### src/rtl/conv2_feed_ctrl_pkg.sv
// Shared constants and types for the conv-2 feature feed: map geometry,
// channel count, window-buffer latency, controller states and the window tag.
package conv2_feed_ctrl_pkg;

    localparam int unsigned FEAT_W    = 13;
    localparam int unsigned FEAT_H    = 13;
    localparam int unsigned NUM_CH    = 8;
    localparam int unsigned BUF_LAT   = 2;

    localparam int unsigned PIX_IDX_W = 8;
    localparam int unsigned ROW_W     = 4;
    localparam int unsigned COL_W     = 4;

    typedef enum logic [1:0] {
        IDLE,
        FETCH,
        DRAIN,
        DONE
    } state_t;

    typedef struct packed {
        logic             strm;
        logic [ROW_W-1:0] row;
        logic [COL_W-1:0] col;
    } tag_t;

endpackage

### src/rtl/conv2_feed_ctrl_tag_delay.sv
// Fixed-depth shift register that carries the {strm,row,col} window tag
// alongside the read/buffer pipeline; every stage clears on reset.
module tag_delay #(
    parameter int unsigned DEPTH = 4,
    parameter int unsigned W     = 9
) (
    input  logic         clk,
    input  logic         rst_n,
    input  logic [W-1:0] d_i,
    output logic [W-1:0] q_o
);

    logic [W-1:0] sr_q [DEPTH];

    always_ff @(posedge clk or negedge rst_n) begin
        if (!rst_n) begin
            for (int unsigned i = 0; i < DEPTH; i++) begin
                sr_q[i] <= '0;
            end
        end else begin
            sr_q[0] <= d_i;
            for (int unsigned i = 1; i < DEPTH; i++) begin
                sr_q[i] <= sr_q[i-1];
            end
        end
    end

    assign q_o = sr_q[DEPTH-1];

endmodule

### src/rtl/conv2_feed_ctrl.sv
// Conv-2 frame sequencer: streams one feature map into the window buffer at a
// pixel per clock and tags each buffer output with its window position.
module conv2_feed_ctrl
    import conv2_feed_ctrl_pkg::*;
#(
    parameter int unsigned WIDTH   = FEAT_W,
    parameter int unsigned HEIGHT  = FEAT_H,
    parameter int unsigned BUF_LAT = conv2_feed_ctrl_pkg::BUF_LAT,
    parameter int unsigned ADDR_W  = PIX_IDX_W
) (
    input  logic              clk,
    input  logic              rst_n,
    input  logic              start,
    output logic              busy,
    output logic              done,
    output logic              feat_rd_en,
    output logic [ADDR_W-1:0] feat_rd_addr,
    input  logic [NUM_CH-1:0] feat_rd_data,
    output logic [NUM_CH-1:0] buf_pixel,
    output logic              win_valid,
    output logic [ROW_W-1:0]  win_row,
    output logic [COL_W-1:0]  win_col,
    output logic              win_last
);

    localparam logic [ADDR_W-1:0] LAST_ADDR = ADDR_W'(WIDTH * HEIGHT - 1);
    localparam logic [ROW_W-1:0]  ROW_MAX   = ROW_W'(HEIGHT - 1);
    localparam logic [COL_W-1:0]  COL_MAX   = COL_W'(WIDTH - 1);

    state_t            state_q;
    logic              busy_q;
    logic              done_q;
    logic              rd_en_q;
    logic              rd_ret_q;
    logic [ADDR_W-1:0] addr_q;
    logic [ROW_W-1:0]  row_q;
    logic [COL_W-1:0]  col_q;
    logic [NUM_CH-1:0] pix_q;
    tag_t              tag_in;
    tag_t              tag_out;

    always_ff @(posedge clk or negedge rst_n) begin
        if (!rst_n) begin
            state_q <= IDLE;
            busy_q  <= 1'b0;
            done_q  <= 1'b0;
            rd_en_q <= 1'b0;
            addr_q  <= '0;
            row_q   <= '0;
            col_q   <= '0;
        end else begin
            done_q <= 1'b0;
            case (state_q)
                IDLE: begin
                    if (start) begin
                        state_q <= FETCH;
                        busy_q  <= 1'b1;
                        rd_en_q <= 1'b1;
                        addr_q  <= '0;
                        row_q   <= '0;
                        col_q   <= '0;
                    end
                end
                FETCH: begin
                    if (addr_q == LAST_ADDR) begin
                        rd_en_q <= 1'b0;
                        state_q <= DRAIN;
                    end else begin
                        addr_q <= addr_q + 1'b1;
                        if (col_q == COL_MAX) begin
                            col_q <= '0;
                            row_q <= row_q + 1'b1;
                        end else begin
                            col_q <= col_q + 1'b1;
                        end
                    end
                end
                DRAIN: begin
                    if (win_last) begin
                        state_q <= DONE;
                        done_q  <= 1'b1;
                    end
                end
                DONE: begin
                    state_q <= IDLE;
                    busy_q  <= 1'b0;
                end
                default: state_q <= IDLE;
            endcase
        end
    end

    // Memory answers one cycle after the strobe; the pixel is registered once more.
    always_ff @(posedge clk or negedge rst_n) begin
        if (!rst_n) begin
            rd_ret_q <= 1'b0;
            pix_q    <= '0;
        end else begin
            rd_ret_q <= rd_en_q;
            pix_q    <= rd_ret_q ? feat_rd_data : '0;
        end
    end

    assign tag_in = '{strm: rd_en_q, row: row_q, col: col_q};

    tag_delay #(
        .DEPTH (2 + BUF_LAT),
        .W     ($bits(tag_t))
    ) u_tag_delay (
        .clk   (clk),
        .rst_n (rst_n),
        .d_i   (tag_in),
        .q_o   (tag_out)
    );

    // Column < 2 straddles a row wrap; row < 2 still holds the previous frame.
    assign win_valid = tag_out.strm && (tag_out.row >= ROW_W'(2)) && (tag_out.col >= COL_W'(2));
    assign win_last  = win_valid && (tag_out.row == ROW_MAX) && (tag_out.col == COL_MAX);
    assign win_row   = tag_out.row;
    assign win_col   = tag_out.col;

    assign busy         = busy_q;
    assign done         = done_q;
    assign feat_rd_en   = rd_en_q;
    assign feat_rd_addr = addr_q;
    assign buf_pixel    = pix_q;

endmodule
### config.mk
export PLATFORM = sky130hd
export DESIGN_NAME = conv2_feed_ctrl
export DESIGN_NICKNAME = d
export VERILOG_FILES = /design/src/rtl/conv2_feed_ctrl_pkg.sv /design/src/rtl/conv2_feed_ctrl_tag_delay.sv /design/src/rtl/conv2_feed_ctrl.sv
export SDC_FILE = /design/constraint.sdc
export NUM_CORES = 1
export LEC_CHECK = 0
export BUFFER_PORTS_ARGS = -buffer_cell sky130_fd_sc_hd__buf_2
export CAP_MARGIN = 0
export CORE_ASPECT_RATIO = 0.7
export CORE_MARGIN = 1.5
export CORE_UTILIZATION = 55
export DETAILED_ROUTE_END_ITERATION = 8
export GPL_TIMING_DRIVEN = 0
export PLACE_DENSITY = 0.75
export SLEW_MARGIN = 10
export SYNTH_ARGS = -nofsm -noshare
export SYNTH_HDL_FRONTEND = slang
export SYNTH_SLANG_ARGS = --single-unit
### constraint.sdc
create_clock -name clk -period 2.4 [get_ports clk]
set_input_delay 0.24 -clock clk [delete_from_list [all_inputs] [get_ports clk]]
set_output_delay 0.24 -clock clk [all_outputs]
set_load 0.1 [all_outputs]
### Word-level counts from Yosys, hierarchy flattened

Cells that the tools add are included.
Widths: inputs -> output; s select.

* register bits after elaboration: 66
* input bits: 11
* output and inout bits: 29
* word-level logic and storage cells: 63

* $add $sub $neg: 3
* order comparisons: 2
* equal/unequal tests: 12
* mux-type cells: 21
* reductions and logical operators: 12

Operators by type and width (number)
* $mux 8: 3
* $mux 4: 5
* $pmux 4 s2: 2
* $pmux 8 s2: 1
* $eq 4x4->1 const B: 3
* $ne 2x2->1 const B: 5
* $reduce_and 3->1: 3
* $add 4x1->4 const B: 2
* $add 8x1->8 const B: 1
* $eq 8x8->1 const B: 1
* $ge 4x2->1 const B: 2
* $pmux 2 s4: 1
* $mux 2: 3
* $eq 2x2->1 const B: 2
* $logic_and 1x1->1: 4
* $mux 1: 4
* $pmux 1 s2: 2
* $reduce_and 4->1: 1
* $reduce_bool 2->1: 2
* $eq 2x1->1 const B: 1
* $logic_not 2->1: 1
* $reduce_and 2->1: 1

### Logic depth before layout (Yosys ltp)

Gate-level depths: netlist of run 1.

* word-level depth: 7
* mapped depth: 7
* depth with buffers taken out: 6

### Cells and area by module

From an unflattened synthesis of run 1, not the netlist that was laid out.

* cell total of the unflattened synthesis: 191
* area, all modules: 2502.4 um^2

By module, submodules not included
* conv2_feed_ctrl: instances 1, cells each 146, area each 1534.0 um^2, seq. area each 750.7 um^2
* tag_delay: instances 1, cells each 45, area each 968.4 um^2, seq. area each 900.9 um^2

### Worst setup path before layout of run 1

Ideal clock, no wire load.

* path type: reg2reg
* start point: register addr_q[0] (netlist: feat_rd_addr[0])
* end point: register row_q[3]
* library setup time: 0.077 ns
* arrival: 2.435 ns
* required time: 2.323 ns
* setup slack: -0.112 ns
* stages on the path, launching flop included: 8
* buffers on the path: 1
* period minus slack after synthesis: 2.512 ns
* cells stage by stage: dfrtp_1 inv_1 ha_1 and4b_1 a21o_1 buf_6 or4_1 a21oi_1

* word-level cells in the longest chain between the ends: 3

RTL lines
* start, declared: RTL line conv2_feed_ctrl.sv:35 `logic [ADDR_W-1:0] addr_q;`
* start signal, assigned: RTL line conv2_feed_ctrl.sv:69 `addr_q <= addr_q + 1'b1;`
* $eq 8x8->1: RTL line conv2_feed_ctrl.sv:65 `if (addr_q == LAST_ADDR) begin`
* $ne 2x2->1 (no line)
* $reduce_and 4->1 (no line)
* end signal, assigned: RTL line conv2_feed_ctrl.sv:72 `row_q <= row_q + 1'b1;`
* end, declared: RTL line conv2_feed_ctrl.sv:36 `logic [ROW_W-1:0] row_q;`

No other way between the ends.
A chain may end at the register's enable or synchronous reset.

### Worst setup path in the final report of run 1

* start point: register u_tag_delay.sr_q (netlist bit u_tag_delay.q_o[5])
* end point: output port win_last

* word-level cells in the longest chain between the ends: 5
* elaborated cells on any way between the ends: 6
* classes of those cells: order compare (1); eq/ne (1); reduce/logical (4)

RTL lines
* start, declared: RTL line conv2_feed_ctrl_tag_delay.sv:13 `logic [W-1:0] sr_q [DEPTH];`
* start signal, assigned by index: RTL line conv2_feed_ctrl_tag_delay.sv:23 `sr_q[i] <= sr_q[i-1];`
* $ge 4x2->1: RTL line conv2_feed_ctrl.sv:117 `assign win_valid = tag_out.strm && (tag_out.row >= ROW_W'(2)) && (tag_out.col >= COL_W'(2));`
* $logic_and 1x1->1 (2 in series): RTL line conv2_feed_ctrl.sv:117
* $logic_and 1x1->1 * (2 in series): RTL line conv2_feed_ctrl.sv:118 `assign win_last = win_valid && (tag_out.row == ROW_MAX) && (tag_out.col == COL_MAX);`
* end, declared: RTL line conv2_feed_ctrl.sv:23 `output logic win_last`

Mark *: on every way between the ends. The rest lies on a longest branch, timed or not.

==> impl_metrics.py, run 1 <==
metrics = {
    "outcome": {
        "outcome": "finished, violations left",
        "violations": "negative hold slack",
    },
    "clock_network": {
        "cts_buffers": 9,
        "root_buffer": "clkbuf_8",
        "cts.sinks": 65,
        "clock_path_buffers": 2,
        "post_cts.repair.setup_buffers": 0,
        "hold_buffers": 0,
        "cts-htree-levels": 3,
        "cts-resized-gates": 0,
        "clk_latency_ps": 330,
        "path_clk_slew_ps": 70,
        "cts_tree": "done",
    },
    "logic_synthesis": {
        "synth_warnings": 0,
        "synth-seq-cells": 65,
        "synth_area_leaders": "dfrtp_1 67%, ha_1 4.6%, buf_4 2.5%, and2_1 2.3%, nand2_1 2.0%",
        "netlist_area_mm2": 0.00243,
        "synth_cells": 184,
        "synth_top_area_frac": 0.669,
        "ys_seq_area_frac": 0.669,
        "synth_nets": 204,
        "yosys.area.top_type": "dfrtp_1",
        "synth_area_per_cell_um2": 13.2,
        "netlist-cell-type-count": 36,
    },
    "routing": {
        "drtIter0Drc": 46,
        "dr.pass1.iters": 4,
        "drc_errors": 0,
        "ant_nets": 0,
        "wl_per_cell_um": 13.0,
        "routed_wirelength_mm": 3.80,
        "viasPerCell": 5.13,
        "vias": 1502,
    },
    "critical_path": {
        "arrival_ps": 1810,
        "start_kind": "flop",
        "crit_required_ps": 2160,
        "cp-end-kind": "output pin",
        "worst-setup-path-type": "flop to output pin",
        "crit_fanout": 3,
    },
    "final_layout": {
        "drive_gt1_frac": 0.303,
        "n_fill_cell": 331,
        "diodes": 0,
        "areaGrowthSynthToFinish_pct": 18.1,
        "fin_nets": 254,
    },
    "power": {
        "combPwrFrac": 0.015,
        "pwr-share-clk": 0.406,
        "pwr-share-seq": 0.579,
        "power.internal_w": 0.00149,
        "p_leak_nw": 1.47,
        "switchingPower_w": 0.000398,
        "power.density_mw_per_mm2": 659,
        "max-vdd-ir-drop_uv": 377,
        "switching_share": 0.210,
    },
    "floorplanning": {
        "initial_core_util": 0.565,
        "rows": 20,
        "die_h_um": 58.6,
        "die_area_mm2": 0.00484,
        "io_pins": 40,
        "coreArea_mm2": 0.00430,
        "fp.dieW_um": 82.5,
    },
    "worst_hold_path": {
        "hold_path.class": "input pin to asynchronous set/reset pin",
    },
    "grt": {
        "grt_usage": 0.182,
        "antenna_found_initial": 0,
        "overflow": 0,
        "grt_first_pass_wirelength_mm": 6.14,
        "grt_max_degree": 66,
        "grt_pass1_vias": 1390,
    },
    "placed_design": {
        "gp_congestion": 0.764,
        "pre_cts_ws_ps": 422,
        "port_buffers": 39,
        "dp_hpwl_mm": 2.61,
    },
    "run": {
        "drv_cap": 0,
    },
    "sta": {
        "holdWs_ps": -4.80,
        "setup_violations": 0,
        "drv_slew": 0,
        "tns_ps": 0,
        "rsz0062_at_grt": "no",
        "fmax_mhz": 488,
        "slew_headroom": 0.483,
        "period_minus_slack_ps": 2050,
        "period_share": 0.854,
        "worst_slew_pin_slew_ps": 775,
        "setup_slack_ps": 350,
        "skew_ps": 3.95,
        "hold_violations": 11,
    },
}
critical path: stages (launching register included):
cell and delay (ps):
dfrtp_1 400, nor4bb_1 320, and3_1 300, buf_2 460
stage by stage:
stage | instance area [um2] | hold WS (ps) | total power, W | cells | utilization
after global placement | 2700 | 331 | 0.00115 | 278 | 0.627
after CTS | 2870 | 3.64 | 0.00193 | 293 | 0.667
after detailed placement | 2700 | 336 | 0.00115 | 278 | 0.628
after floorplan | 2430 | -55.6 | 0.00112 | 184 | -
after global routing | 2870 | 37.2 | 0.00199 | 293 | 0.667
final | 2870 | -4.80 | 0.00189 | 293 | 0.667
path summary, 6_finish.rpt:
kind                                 startpoint                   end  slack, ps  cells past startpoint
hold / removal                            rst_n  u_tag_delay.sr_q[27]         -5                      1
max in group asynchronous                 rst_n       feat_rd_addr[1]       1870                      1
hold reg to reg            u_tag_delay.sr_q[26]  u_tag_delay.sr_q[17]        350                      0
setup reg to reg                     state_q[0]              row_q[3]        420                      7
setup / recovery             u_tag_delay.q_o[5]              win_last        350                      3
min in group clk                feat_rd_data[7]          buf_pixel[7]        120                      2
sequential cells by signal, indices dropped and copies added, names as in the netlist:
signal / flops
feat_rd_addr: 8
rd_ret_q: 1
done: 1
row_q: 4
state_q: 2
u_tag_delay.sr_q: 26
buf_pixel: 8
feat_rd_en: 1
u_tag_delay.q_o: 9
col_q: 4
busy: 1
routing by layer:
layer / track usage / part of all wire / vias up
met5: 0 / 0 / -
met4: 0.0605 / 0.0029 / 0
met3: 0.0930 / 0.065 / 3
met2: 0.281 / 0.47 / 48
met1: 0.221 / 0.46 / 721
li1: - / - / 730
layout make-up:
type | count | area [um2] | area share
Tap cell | 55 | 68.8 | 0.0240
Clock inverter | 5 | 32.5 | 0.0113
Clock buffer | 10 | 138 | 0.0479
Multi-Input combinational cell | 99 | 692 | 0.241
Inverter | 10 | 37.5 | 0.0131
Buffer | 10 | 76.3 | 0.0266
Timing Repair Buffer | 39 | 198 | 0.0688
Sequential cell | 65 | 1630 | 0.567
Yosys cell counts (all sizes together):
cell type and count:
a211oi 1, a21o 1, a21oi 5, a22o 2
a32oi 1, and2 10, and3 1, and4b 1
and4bb 1, buf 10, dfrtp 65, ha 9
inv 10, mux2 3, mux2i 2, nand2 13
nand2b 4, nand3 4, nand4 3, nand4b 1
nor2 6, nor4bb 2, o211ai 3, o21ai 10
o221ai 1, o2bb2ai 1, o31a 3, o31ai 2
or2 1, or4 5, xnor2 1, xor2 2
layout by cell type, fill, tap and decap left out, types with 4 or more instances in the layout:
cell type	instances
nor2_1	6
nand3_1	4
buf_4	9
buf_2	39
nand2_1	13
o21ai_0	9
dfrtp_1	63
a21oi_1	5
inv_1	10
or4_1	5
ha_1	9
and2_1	9
nand2b_1	4
clkbuf_8	10
power groups by stage:
stage | Clock [W] | Sequential [W] | Combinational (W)
finish | 0.000767 | 0.00110 | 0.0000286
global route | 0.000862 | 0.00109 | 0.0000338
CTS | 0.000800 | 0.00110 | 0.0000303
detailed placement | 0 | 0.00112 | 0.0000303
global placement | 0 | 0.00112 | 0.0000294
floorplan | 0 | 0.00112 | 0.0000000715
logic make-up (layout without fill, tap and decap cells):
| family | Yosys count | after routing | synth area share |
|---|---|---|---|
| adders and majority gates | 9 | 9 | 0.0463 |
| xor gates and xnor gates | 3 | 3 | 0.0108 |
| muxes | 5 | 5 | 0.0221 |
| and+or+nand+nor | 52 | 52 | 0.123 |
| buffers and inverters | 20 | 74 | 0.0468 |
| DFF | 65 | 65 | 0.669 |
| AOI/OAI and AO/OA | 30 | 30 | 0.0823 |
No activity file was read; power rests on OpenSTA's default activity.
==> run 2: changes to the inputs <==
Settings changed: REMOVE_ABC_BUFFERS from default to 1.
==> run 2 against run 1 <==
Compared with the run above:
- the run still ends with negative hold slack left
- clock-buffer cell count stayed put
- total power increased by 14%
- sequential power about the same
- cell area is 0.78% lower
- register-to-register slack worse by 160 ps
- clock power increased by 34%
- combinational power fell by 2%
- sequential cell count unchanged
- cell count down 3.1%
- clock skew grew 4.5 ps
- largest cell class unchanged
==> impl_metrics.py, run 2 (synthesis gave the netlist of run 1 again) <==
metrics = {
    "critical_path": {
        "worst-setup-path-type": "flop to flop",
        "r2r_cells": 6,
        "arrival_ps": 2410,
        "crit_fanout": 12,
        "crit_required_ps": 2660,
        "cp-end-kind": "flop",
        "start_kind": "flop",
    },
    "clock_network": {
        "cts-resized-gates": 0,
        "clock_path_buffers": 2,
        "cts_buffers": 9,
        "path_clk_slew_ps": 70,
        "hold_buffers": 0,
        "cts-htree-levels": 3,
        "root_buffer": "clkbuf_8",
        "cts_tree": "done",
        "cts.sinks": 65,
        "post_cts.repair.setup_buffers": 0,
        "clk_latency_ps": 340,
    },
    "grt": {
        "grt_pass1_vias": 1447,
        "grt_max_degree": 66,
        "antenna_found_initial": 0,
        "grt_first_pass_wirelength_mm": 6.40,
        "overflow": 0,
        "grt_usage": 0.189,
    },
    "power": {
        "pwr-share-seq": 0.510,
        "p_leak_nw": 1.45,
        "pwr-share-clk": 0.477,
        "max-vdd-ir-drop_uv": 418,
        "power.internal_w": 0.00172,
        "report.power.total_w": 0.00215,
        "combPwrFrac": 0.013,
        "switching_share": 0.202,
        "power.density_mw_per_mm2": 754,
        "switchingPower_w": 0.000434,
    },
    "final_layout": {
        "instances_no_fill": 284,
        "fin_nets": 244,
        "final_common_cell": "dfrtp_1",
        "mostFrequentLayoutCells": "65 x dfrtp_1, 38 x buf_2, 13 x nand2_1",
        "n_fill_cell": 318,
        "areaGrowthSynthToFinish_pct": 17.1,
        "diodes": 0,
        "fin_area_mm2": 0.00285,
        "largest_reg_flops": 26,
        "drive_gt1_frac": 0.266,
        "regMostFlops": "u_tag_delay.sr_q",
    },
    "sta": {
        "period_minus_slack_ps": 2140,
        "skew_ps": 8.47,
        "slew_headroom": 0.495,
        "holdWs_ps": -12.1,
        "period_share": 0.893,
        "rsz0062_at_grt": "no",
        "drv_slew": 0,
        "setup_violations": 0,
        "setup_slack_ps": 257,
        "hold_violations": 64,
        "fmax_mhz": 467,
        "worst_slew_pin_slew_ps": 758,
    },
    "placed_design": {
        "pre_cts_ws_ps": 276,
        "port_buffers": 39,
        "dp_hpwl_mm": 2.61,
        "gp_congestion": 0.822,
        "dp_cells": 268,
        "post_dp_cell_area_mm2": 0.00262,
    },
    "floorplanning": {
        "initial_core_util": 0.565,
        "die_h_um": 58.6,
        "fp.dieW_um": 82.5,
        "die_area_mm2": 0.00484,
        "rows": 20,
        "coreArea_mm2": 0.00430,
        "io_pins": 40,
    },
    "worst_hold_path": {
        "hold_path.class": "input pin to asynchronous set/reset pin",
    },
    "routing": {
        "viasPerCell": 5.26,
        "wl_per_cell_um": 13.7,
        "drc_errors": 0,
        "vias": 1495,
        "dr.pass1.iters": 4,
        "ant_nets": 0,
        "routed_wirelength_mm": 3.88,
        "drtIter0Drc": 79,
    },
    "outcome": {
        "outcome": "finished, violations left",
        "violations": "negative hold slack",
    },
    "run": {
        "drv_cap": 0,
    },
}
==> run 2: area by class of cell <==
cell class	instances	area, um2	share of cell area
clock inverter	6	88.8	0.0312
inverter	10	37.5	0.0132
sequential	65	1630	0.571
tap	55	68.8	0.0242
multi-input combinational	99	692	0.243
clock buffer	10	138	0.0483
timing repair buffer	39	198	0.0694
==> run 2: path summary, 6_finish.rpt <==
path | startpoint | to | slack, ps
min reg2reg | u_tag_delay.sr_q[26] | u_tag_delay.sr_q[17] | 340
max in group asynchronous | rst_n | u_tag_delay.sr_q[19] | 1930
max reg2reg | state_q[1] | row_q[3] | 260
min in group clk | feat_rd_data[5] | buf_pixel[5] | 120
min | rst_n | u_tag_delay.q_o[8] | -10
max | state_q[1] | row_q[3] | 260
==> run 2: routing by layer <==
metal | vias to the layer above | wire, um | GRT usage
met1 | 729 | 1770 | 0.233
met2 | 48 | 1820 | 0.288
li1 | 709 | - | -
met4 | 0 | 55 | 0.104
met3 | 9 | 237 | 0.0729
met5 | - | 0 | 0
==> run 2: stage by stage <==
| stage | TNS (ps) | utilization |
|---|---|---|
| floorplan | -754 | - |
| global placement | 0 | 0.609 |
| detailed placement | 0 | 0.609 |
| CTS | 0 | 0.662 |
| global route | 0 | 0.662 |
| finish | 0 | 0.662 |
==> run 2: power groups by stage <==
stage               clock [W]  combinational [W]  sequential, W
floorplan                   0       0.0000000715        0.00112
CTS                   0.00105          0.0000301        0.00109
global route          0.00110          0.0000343        0.00109
finish                0.00103          0.0000281        0.00110
detailed placement          0          0.0000302        0.00112
global placement            0          0.0000295        0.00112
==> run 2: worst max-delay path: stages, from the launching register on <==
cell     delay (ps)
dfrtp_1         410
inv_1            80
ha_1            390
mux2i_1         200
a21o_1          300
or4_1           540
a21oi_1         150
==> run 3: changes to the inputs <==
Clock period 2.4 ns to 2.2 ns, I/O delays scaled along.
==> run 3 against run 2 <==
Compared with the run above:
- the run now ends clean
- clock-buffer cell count unchanged
- hold slack better by 110 ps
- global-route usage about the same
- die area unchanged
- first-iteration DRC count down 20%
- via count about the same
- sequential power up 8%
- register-to-register slack worse by 90 ps
- routed wire length down 0.18%
- core utilization up 0.29 points
- combinational power up 14%
- clock power up 9%
- largest power group unchanged
==> impl_metrics.py, run 3 (synthesis gave the netlist of run 1 again) <==
metrics = {
    "final_layout": {
        "drive_gt1_frac": 0.270,
        "regMostFlops": "u_tag_delay.sr_q",
        "fin_util": 0.665,
        "final_common_cell": "dfrtp_1",
        "mostFrequentLayoutCells": "65 x dfrtp_1, 38 x buf_2, 13 x nand2_1",
        "diodes": 0,
        "areaGrowthSynthToFinish_pct": 17.6,
        "largest_reg_flops": 26,
        "n_fill_cell": 315,
        "fin_nets": 245,
    },
    "critical_path": {
        "rr_endpoint": "row_q[3]",
        "worst-setup-path-type": "flop to flop",
        "crit_buf_inv": 1,
        "crit_chain": "inv_1, ha_1, mux2i_1, a21o_1, or4_1, a21oi_1",
        "crit_family": "simple AND/OR/NAND/NOR gates",
        "r2r_cells": 6,
        "arrival_ps": 2300,
        "slowest_stage": "or4_1",
        "r2r_start": "state_q[0]",
        "cp-end-kind": "flop",
        "start_kind": "flop",
        "critical_path.startpoint": "state_q[0]",
        "crit_required_ps": 2470,
        "cp_slowest_stage_delay_ps": 540,
        "crit_fanout": 10,
        "rrSetupSlack_ps": 170,
    },
    "placed_design": {
        "dp_hpwl_mm": 2.61,
        "gp_congestion": 0.822,
        "port_buffers": 39,
    },
    "sta": {
        "fmax_mhz": 493,
        "tns_ps": 0,
        "drv_slew": 0,
        "worst_slew_pin_slew_ps": 765,
        "skew_ps": 9.09,
        "rsz0062_at_grt": "no",
        "hold_violations": 0,
        "period_share": 0.923,
        "period_minus_slack_ps": 2030,
        "slew_headroom": 0.490,
        "setup_violations": 0,
    },
    "worst_hold_path": {
        "holdPathEnd": "buf_pixel[5]",
        "hold_path.class": "input pin to flop",
        "timing.hold.worst.start": "feat_rd_data[5]",
        "worstHoldPathCells": 2,
    },
    "clock_network": {
        "cts-htree-levels": 3,
        "cts.sinks": 65,
        "clock_path_buffers": 2,
        "cts_buffers": 9,
        "root_buffer": "clkbuf_8",
        "cts_tree": "done",
        "path_clk_slew_ps": 70,
        "clk_latency_ps": 340,
    },
    "grt": {
        "overflow": 0,
        "grt_usage": 0.189,
        "grt_max_degree": 66,
        "antenna_found_initial": 0,
        "grt_pass1_vias": 1447,
        "grt_first_pass_wirelength_mm": 6.41,
    },
    "routing": {
        "viasPerCell": 5.24,
        "drtIter0Drc": 63,
        "ant_nets": 0,
        "drc_errors": 0,
        "vias": 1494,
        "wl_per_cell_um": 13.6,
        "dr.pass1.iters": 4,
        "routed_wirelength_mm": 3.87,
    },
    "power": {
        "max-vdd-ir-drop_uv": 456,
        "power.density_mw_per_mm2": 821,
        "p_leak_nw": 1.45,
    },
    "floorplanning": {
        "die_area_mm2": 0.00484,
        "initial_core_util": 0.565,
        "fp.dieW_um": 82.5,
        "die_h_um": 58.6,
        "coreArea_mm2": 0.00430,
        "rows": 20,
        "io_pins": 40,
    },
    "run": {
        "drv_cap": 0,
    },
    "outcome": {
        "outcome": "completed",
    },
}
==> run 3: cell types whose count changed in the layout (fill, tap and decap cells not counted) <==
cell           previous run  this run
ha_1                      9         8
ha_2                      0         1
dlygate4sd3_1             0         1
==> run 3: final cells by class <==
cell class | instances | area (um2) | share of cell area
inverter | 10 | 37.5 | 0.0131
sequential | 65 | 1630 | 0.568
timing repair buffer | 40 | 208 | 0.0726
tap | 55 | 68.8 | 0.0240
multi-input combinational | 99 | 694 | 0.243
clock inverter | 6 | 88.8 | 0.0310
clock buffer | 10 | 138 | 0.0481
==> run 3: metal layers <==
layer,wire [um],up-vias,global-route usage
met3,198,9,0.0729
li1,-,712,-
met4,65,0,0.104
met1,1790,733,0.232
met2,1820,40,0.290
met5,0,-,0
==> run 3: worst register-to-register path, delay by kind of cell, from the launching register on <==
family / cells / cell delay, ps
and+or+nand+nor: 1 / 540
adders and majority gates: 1 / 300
muxes: 1 / 160
AOI/OAI and AO/OA: 2 / 440
buffers and inverters: 1 / 110
DFF: 1 / 410
==> run 3: what timing repair did <==
action / 4_1_cts / 5_1_grt
hold buffers: 1 / 0
endpoints found under the hold margin: 65 / 0
resized for setup: 0 / 1
endpoints found under the setup margin: 0 / 2
buffers inserted: 0 / 0
==> run 3: report_power, final <==
| part | internal (W) | switching [W] | total (W) |
|---|---|---|---|
| clock | 0.000670 | 0.000453 | 0.00112 |
| combinational | 0.00000786 | 0.0000243 | 0.0000321 |
| sequential | 0.00119 | 0 | 0.00119 |
| total | 0.00187 | 0.000478 | 0.00235 |
==> run 3: worst max path at each step <==
stage	to	slack [ps]	cells past startpoint
floorplan	state_q[1]	-630	4
global placement	row_q[3]	130	6
detailed placement	row_q[3]	80	6
CTS	row_q[3]	40	6
global route	row_q[3]	60	6
finish	row_q[3]	170	6
==> run 3: through the flow <==
step / hold WS (ps) / setup WS, ps / total power, W / cell area, um2 / cells
6_report: 95.5 / 170 / 0.00235 / 2860 / 285
5_1_grt: 96.6 / 64.8 / 0.00243 / 2860 / 285
4_1_cts: 85.3 / 40.1 / 0.00238 / 2860 / 285
3_5_place_dp: 335 / 76.4 / 0.00125 / 2620 / 268
3_3_place_gp: 331 / 125 / 0.00125 / 2620 / 268
2_1_floorplan: -75.6 / -627 / 0.00122 / 2360 / 174
